**config.mk**
```make
export PLATFORM = sky130hd
export DESIGN_NAME = i2sout
export DESIGN_NICKNAME = d
export VERILOG_FILES = /design/src/rtl/i2s_pkg.sv /design/src/rtl/i2sout_chan_buf.sv /design/src/rtl/i2sout.sv
export SDC_FILE = /design/constraint.sdc
export NUM_CORES = 1
export LEC_CHECK = 0
export CORE_MARGIN = 5
export CORE_UTILIZATION = 60
export DETAILED_ROUTE_END_ITERATION = 10
export GPL_TIMING_DRIVEN = 0
export MAX_ROUTING_LAYER = met4
export PLACE_DENSITY = 0.92
export SLEW_MARGIN = 20
export SYNTH_ARGS = -nofsm -noshare
export SYNTH_HDL_FRONTEND = slang
export SYNTH_SLANG_ARGS = --single-unit
```
**constraint.sdc**
```tcl
create_clock -name sck -period 3.1 [get_ports sck]
set_clock_uncertainty 0.1 [all_clocks]
set_input_delay 0.465 -clock sck [delete_from_list [all_inputs] [get_ports sck]]
set_output_delay 0.465 -clock sck [all_outputs]
set_load 0.05 [all_outputs]
```
**src/rtl/i2s_pkg.sv**
```systemverilog
// Shared definitions for the I2S transmit path.
//
// Contents:
//   BITS_PRECISION_DEFAULT - default sample word width
//   SLOT_BITS_DEFAULT      - default sck cycles per channel slot
//   CH_LEFT / CH_RIGHT     - channel tag values; they are also the ws level for each slot
//   slot_cnt_width()       - width of the in-slot bit counter
package i2s_pkg;

    localparam int unsigned BITS_PRECISION_DEFAULT = 24;
    localparam int unsigned SLOT_BITS_DEFAULT      = 32;

    // ws is high during the left slot, so the tag value and the ws level coincide.
    localparam logic CH_LEFT  = 1'b1;
    localparam logic CH_RIGHT = 1'b0;

    // Counter width for 0..slot_bits-1. Never returns less than one bit.
    function automatic int unsigned slot_cnt_width(input int unsigned slot_bits);
        return (slot_bits > 1) ? $clog2(slot_bits) : 1;
    endfunction

endpackage

```
**src/rtl/i2sout_chan_buf.sv**
```systemverilog
// One-entry sample holding register with a full flag, used once per channel.
//
// Ports:
//   clk_i      - bit clock (sck)
//   rst_ni     - asynchronous active-low reset; empties the buffer
//   wr_en_i    - write strobe; the caller only asserts it while the buffer is empty
//   wr_data_i  - sample to store
//   ld_i       - the shift register is taking the stored word this edge; clears full
//   full_o     - buffer holds a word not yet sent
//   data_o     - stored word
//
// When ld_i and wr_en_i coincide the reader gets the old contents (held in data_o
// before the edge) and the new word is kept with full set.
module i2sout_chan_buf #(
    parameter int unsigned Width = 24
) (
    input  logic             clk_i,
    input  logic             rst_ni,
    input  logic             wr_en_i,
    input  logic [Width-1:0] wr_data_i,
    input  logic             ld_i,
    output logic             full_o,
    output logic [Width-1:0] data_o
);

    logic             full_q, full_d;
    logic [Width-1:0] data_q, data_d;

    always_comb begin
        full_d = full_q;
        data_d = data_q;
        if (ld_i) begin
            full_d = 1'b0;
        end
        // A write on the load edge wins so the new word is not lost.
        if (wr_en_i) begin
            full_d = 1'b1;
            data_d = wr_data_i;
        end
    end

    always_ff @(posedge clk_i or negedge rst_ni) begin
        if (!rst_ni) begin
            full_q <= 1'b0;
            data_q <= '0;
        end else begin
            full_q <= full_d;
            data_q <= data_d;
        end
    end

    assign full_o = full_q;
    assign data_o = data_q;

endmodule

```
**src/rtl/i2sout.sv**
```systemverilog
// I2S master transmitter. Generates ws and sd from sck and streams two-channel
// PCM, MSB first, with the standard one-bit delay after each ws transition.
//
// Ports:
//   sck                - bit clock; all state changes on its rising edge
//   rstn               - asynchronous active-low reset
//   sample_data        - two's-complement sample from the mixer
//   sample_left_rightn - channel tag of the offered sample (1 = left, 0 = right)
//   sample_valid       - sample offered
//   sample_ready       - the tagged channel's buffer is free (depends on the tag only)
//   ws                 - word select, 1 during the left slot
//   sd                 - serial data
//   underrun           - one-cycle pulse when a slot starts with an empty buffer
//
// Each slot is SLOT_BITS cycles. The edge that wraps bit_cnt to 0 toggles ws and
// moves the new channel's buffered word into the shift register (zeros plus an
// underrun pulse if that buffer is empty). sd is 0 at bit_cnt 0, carries the word
// MSB first at bit_cnt 1..BITS_PRECISION, and is 0 for the rest of the slot.
// SLOT_BITS must be at least BITS_PRECISION+1 so the whole word fits in the slot.
module i2sout
    import i2s_pkg::*;
#(
    parameter int unsigned BITS_PRECISION = BITS_PRECISION_DEFAULT,
    parameter int unsigned SLOT_BITS      = SLOT_BITS_DEFAULT
) (
    input  logic                      sck,
    input  logic                      rstn,
    input  logic [BITS_PRECISION-1:0] sample_data,
    input  logic                      sample_left_rightn,
    input  logic                      sample_valid,
    output logic                      sample_ready,
    output logic                      ws,
    output logic                      sd,
    output logic                      underrun
);

    localparam int unsigned         CntW    = slot_cnt_width(SLOT_BITS);
    localparam logic [CntW-1:0]     CntLast = CntW'(SLOT_BITS - 1);

    logic [CntW-1:0]           bit_cnt_q, bit_cnt_d;
    logic                      ws_q, ws_d;
    logic [BITS_PRECISION-1:0] shift_q, shift_d;
    logic                      sd_q, sd_d;
    logic                      underrun_q, underrun_d;

    logic                      full_left, full_right;
    logic [BITS_PRECISION-1:0] data_left, data_right;

    logic                      slot_end;
    logic                      next_ch;
    logic                      ld_left, ld_right;
    logic                      accept;
    logic                      wr_left, wr_right;
    logic                      ld_full;
    logic [BITS_PRECISION-1:0] ld_data;

    // ------------------------------------------------------------------
    // Handshake and buffers
    // ------------------------------------------------------------------

    // Ready looks only at the tag so the mixer can probe a channel without
    // committing to a transfer.
    assign sample_ready = (sample_left_rightn == CH_LEFT) ? ~full_left : ~full_right;
    assign accept       = sample_valid & sample_ready;
    assign wr_left      = accept & (sample_left_rightn == CH_LEFT);
    assign wr_right     = accept & (sample_left_rightn == CH_RIGHT);

    // The slot that starts on this edge belongs to the channel ws is about to show.
    assign slot_end = (bit_cnt_q == CntLast);
    assign next_ch  = ~ws_q;
    assign ld_left  = slot_end & (next_ch == CH_LEFT);
    assign ld_right = slot_end & (next_ch == CH_RIGHT);

    i2sout_chan_buf #(
        .Width (BITS_PRECISION)
    ) u_buf_left (
        .clk_i     (sck),
        .rst_ni    (rstn),
        .wr_en_i   (wr_left),
        .wr_data_i (sample_data),
        .ld_i      (ld_left),
        .full_o    (full_left),
        .data_o    (data_left)
    );

    i2sout_chan_buf #(
        .Width (BITS_PRECISION)
    ) u_buf_right (
        .clk_i     (sck),
        .rst_ni    (rstn),
        .wr_en_i   (wr_right),
        .wr_data_i (sample_data),
        .ld_i      (ld_right),
        .full_o    (full_right),
        .data_o    (data_right)
    );

    // Pre-edge view of the buffer feeding the next slot. A sample accepted on
    // the same edge is not visible here and waits for that channel's next slot.
    assign ld_full = (next_ch == CH_LEFT) ? full_left : full_right;
    assign ld_data = (next_ch == CH_LEFT) ? data_left : data_right;

    // ------------------------------------------------------------------
    // Slot counter, word select and serialiser
    // ------------------------------------------------------------------

    always_comb begin
        bit_cnt_d  = bit_cnt_q + CntW'(1);
        ws_d       = ws_q;
        // Shifting in zeros makes sd fall to 0 on its own once the word is out.
        shift_d    = {shift_q[BITS_PRECISION-2:0], 1'b0};
        sd_d       = shift_q[BITS_PRECISION-1];
        underrun_d = 1'b0;

        if (slot_end) begin
            bit_cnt_d  = '0;
            ws_d       = next_ch;
            // One-bit delay: the first cycle of every slot carries 0.
            sd_d       = 1'b0;
            shift_d    = ld_full ? ld_data : '0;
            underrun_d = ~ld_full;
        end
    end

    // bit_cnt resets to its last value so the first edge after reset opens a
    // left slot.
    always_ff @(posedge sck or negedge rstn) begin
        if (!rstn) begin
            bit_cnt_q  <= CntLast;
            ws_q       <= 1'b0;
            shift_q    <= '0;
            sd_q       <= 1'b0;
            underrun_q <= 1'b0;
        end else begin
            bit_cnt_q  <= bit_cnt_d;
            ws_q       <= ws_d;
            shift_q    <= shift_d;
            sd_q       <= sd_d;
            underrun_q <= underrun_d;
        end
    end

    assign ws       = ws_q;
    assign sd       = sd_q;
    assign underrun = underrun_q;

endmodule

```
==> results.md <==
- Buffers placed on the I/O ports in this run total 31.
- The number of synthesized register bits is 82.
- Fill cells in the final layout number 360.
- The share of total power in the clock network is 0.307.
- The internal power component is 2.051 mW.
- The initial antenna violation count is 0.
- The floorplan die area is 7075 um2.
- The placed instance area is 3721 um2.
- Setup repair after global routing left no endpoint under its margin.
- The endpoint class of the critical path is an output port.
- When the netlist entered floorplanning its net count stood at 249.
- Counting every sink on the clock net gives 82.
- The multi-input combinational cell area is 1135 um2.
- The arrival time of data at the critical path endpoint is 2.08 ns.
- The total standard cell area after synthesis is 3296 um2.
- The simple-gate area share of the yosys netlist is 0.07707.
- The pin count of the biggest net entering global routing is 54.
- Power spread over the standard cell area amounts to 683.3 nW/um2.
- The detailed-placement wirelength estimate is 3965 um.
- The setup slack after layout is 0.4553 ns.
- At the later pin of the worst-skew pair, clock insertion delay measures 0.34 ns.
- The count of final hold-check violations came to 0.
- Once layout is complete, the utilization of the core stands at 0.7306.
- The starting DRC count in detailed routing is 111.
- The category of the critical setup timing path is in -> out.
- In this run the deepest clock path goes through 2 buffers.
- In this run the critical register-to-register path is launched from bit_cnt_q[0].
- The post-synthesis mux area share is 0.1705.
- The layout cell share with drive strength beyond 1 is 0.3446.
- The number of top-level pins is 32.
- Setup violations remaining at the end of the flow were counted as 0.
- The worst-case headroom to the max-slew limit is 0.6698.
- The most area-hungry cell type in the Yosys netlist is sky130_fd_sc_hd__dfrtp_1.
- The synthesized instance count is 218.
- The post-CTS setup buffer count is 0.
- The clock-pin slew on the worst setup and hold paths is 0.08 ns.
- The count of warnings emitted by yosys is 0.
- The initial core utilization is 0.6097.
- The via count of the first global-routing pass came to 2,187.
- The data required time of the critical path is 2.53 ns.
- The switching component of the power is 647.5 uW.
- The worst setup slack after placement is 0.4636 ns.
- The share of synthesized area in the top cell type comes to 0.5847.
- Excluding fillers, the count of instances in the completed layout stands at 339.
- The flow ran to the end, and the final reports show no timing, DRC or antenna violations.
- The busiest layer in global routing is met2.
- Summing over every cut layer, the via total after detailed routing is 1,926.
- Max-cap violations in this run came to 0.
- In this run the clock root is driven by a sky130_fd_sc_hd__clkbuf_8.
- The H-tree was split into 3 levels.
- The area of all sequential standard cells is 2058 um2.
- The smallest clock period supported by the final layout is computed as 2.645 ns.
- By area, the combinational part of the netlist is dominated by multiplexers.
- The final count of pins violating max slew is 0.
- The fraction of power consumed by sequential logic is 0.552.
- The pre-antenna-repair detailed-routing pass consisted of 4 iterations.
- The mean number of vias per cell is 5.681.
- The area fraction in compound gates after synthesis is 0.08011.
- After floorplanning, the core was divided into 27 placement rows.
- The share of total power dissipated in combinational logic is 0.141.
- The final wirelength is 6282 um.
- In the final design database the tool counted 293 nets.
- The number of library cell types mapped by synthesis is 30.
- After global routing the overflow that remains totals 0.
- The post-synthesis adder-cell area fraction is 0.01139.
- The setup slack of the worst register-to-register path is 0.81 ns.
- The element type at the critical path start is an input port.
- The critical path starts at sample_left_rightn.
- The number of placed cells counting well taps is 322.
- The weighted congestion at the end of routability-driven global placement is 0.7373.
- The aggregate global-route resource usage is 0.2053.
- For this run, global-route usage on met2 was measured as 0.3336.
- For this run, global-route usage on met1 was measured as 0.2381.
- The CTS tree is done.
- The die is 84.12 um wide.
- The DRC violation count after routing is 0.
- The transition time at the pin with the least slew margin is 0.4937 ns.
- Summing all non-filler instances in the final layout gives an area of 3949 um2.
- The number of cells on the worst reg-to-reg path is 7.
- The worst hold path belongs to the class reg -> reg.
- The number of gates resized after CTS was 0.
- The area growth from synthesis to layout is 19.82%.
- The maximum clock frequency is 0.3781 GHz.
- The total clock buffers created by CTS is 9.
- The core region is 5405 um2.
- The met3 track utilization from global routing is 0.05133.
- The antenna diode count is 0.
- The total of hold buffers inserted after clock tree synthesis is 1.
- Of all nets on the critical path, the largest fanout is 3.
- Dividing the final minimum period by the clock period gives 0.8531.
- The synthesized area per cell is 15.12 um2.
- Of the total power, the share spent switching nets is 0.2400.
- After detailed routing, the average wire length per cell comes to 18.53 um.
- Of the total synthesized cell area, the portion taken by XOR and XNOR cells is 0.005315.
- The leakage power is 1.829 nW.
- The die height is 84.12 um.
- The final antenna-violating net count is 0.
- Across the VDD grid, the largest voltage drop is 0.5004 mV.
- The share of the Yosys chip area taken by registers is 0.6245.
- The endpoint of the most critical register-to-register path is shift_q[21].
- The termination of the worst setup path is sample_ready.
- The first global-routing pass estimated 10,760 um of wire.
- Yosys attributes the largest share of cell area to sky130_fd_sc_hd__dfrtp_1 (58%), sky130_fd_sc_hd__mux2_2 (17%), sky130_fd_sc_hd__a221o_1 (6.1%).
## worst min-delay path by stage
stage	slack, ns	depth (start not counted)	endpoint	startpoint
2_1_floorplan	0.07	0	sd	rstn
3_5_place_dp	0.31	1	u_buf_right.data_o[18]	rstn
3_3_place_gp	0.35	1	sd	shift_q[23]
5_1_grt	0.42	1	u_buf_left.data_o[3]	u_buf_left.data_o[3]
6_report	0.40	1	bit_cnt_q[0]	bit_cnt_q[0]
4_1_cts	0.40	1	bit_cnt_q[0]	bit_cnt_q[0]
## worst max-delay path, cell delays in order
cell	delay, ns
sky130_fd_sc_hd__clkdlybuf4s50_1	0.59
sky130_fd_sc_hd__mux2i_1	0.21
sky130_fd_sc_hd__clkdlybuf4s50_1	0.82
## logic make-up after synthesis
family          after synthesis
flops                        82
mux                          50
simple gates                 39
compound gates               27
buf+inv                      15
fa+ha+maj                     3
xor+xnor                      2
## per-layer routing
layer	wire length, um	up-vias
met4	109	0
met2	3252	42
met5	0	-
met1	2683	999
met3	237	8
li1	-	877
## cells in the final DEF (no fill, tap or decap), types with 2 or more instances in the layout
master and n:
sky130_fd_sc_hd__a221o_1 20, sky130_fd_sc_hd__a221o_2 3, sky130_fd_sc_hd__buf_2 6, sky130_fd_sc_hd__buf_4 3, sky130_fd_sc_hd__buf_6 4, sky130_fd_sc_hd__bufinv_16 2
sky130_fd_sc_hd__clkbuf_8 10, sky130_fd_sc_hd__clkdlybuf4s50_1 30, sky130_fd_sc_hd__clkinv_2 4, sky130_fd_sc_hd__dfrtp_1 77, sky130_fd_sc_hd__dfstp_2 5, sky130_fd_sc_hd__ha_1 3
sky130_fd_sc_hd__mux2_2 49, sky130_fd_sc_hd__nand2_1 2, sky130_fd_sc_hd__nand3_1 2, sky130_fd_sc_hd__nor2_1 3, sky130_fd_sc_hd__nor2b_1 25
## area by class of cell
| cell class | count | area share |
|---|---|---|
| clock inverters | 6 | 0.02028 |
| plain buffers | 14 | 0.02503 |
| clock buffers | 10 | 0.03485 |
| well taps | 72 | 0.02281 |
| multi-input cells | 121 | 0.2874 |
| flip-flops and latches | 82 | 0.5212 |
| repair buffers | 33 | 0.08745 |
| inverters | 1 | 0.0009506 |
## state kept, by name, indices dropped and copies added, names as in the netlist, 5 cells and up
name,flops
u_buf_right.data_o,24
bit_cnt_q,5
u_buf_left.data_o,24
shift_q,24
## power groups by stage
stage	Clock, mW	Combinational, mW	Sequential, mW
final	0.828	0.380	1.49
after global routing	0.887	0.416	1.52
after CTS	0.842	0.387	1.49
after detailed placement	0	0.380	1.50
after global placement	0	0.350	1.48
after floorplan	0	0.269	1.45
## Yosys cell counts (all sizes together)
cell type	count
a21boi	1
a21o	1
a221o	23
and2b	1
and3	2
and3b	1
buf	12
clkbuf	2
dfrtp	77
dfstp	5
ha	3
inv	1
mux2	49
mux2i	1
nand2	2
nand3	2
nand3b	2
nor2	3
nor2b	25
nor3b	1
o211a	1
o21ai	1
xnor2	1
xor2	1
## per-stage QoR
step                TNS [ns]  hold WS, ns  power [mW]
finish                     0       0.4047       2.698
global route               0       0.4215       2.823
CTS                        0       0.4048       2.719
detailed placement         0       0.3150       1.882
global placement      -92.64       0.3496       1.826
floorplan                  0      0.06941       1.719
Note: power is estimated with default switching activity, not from simulation.
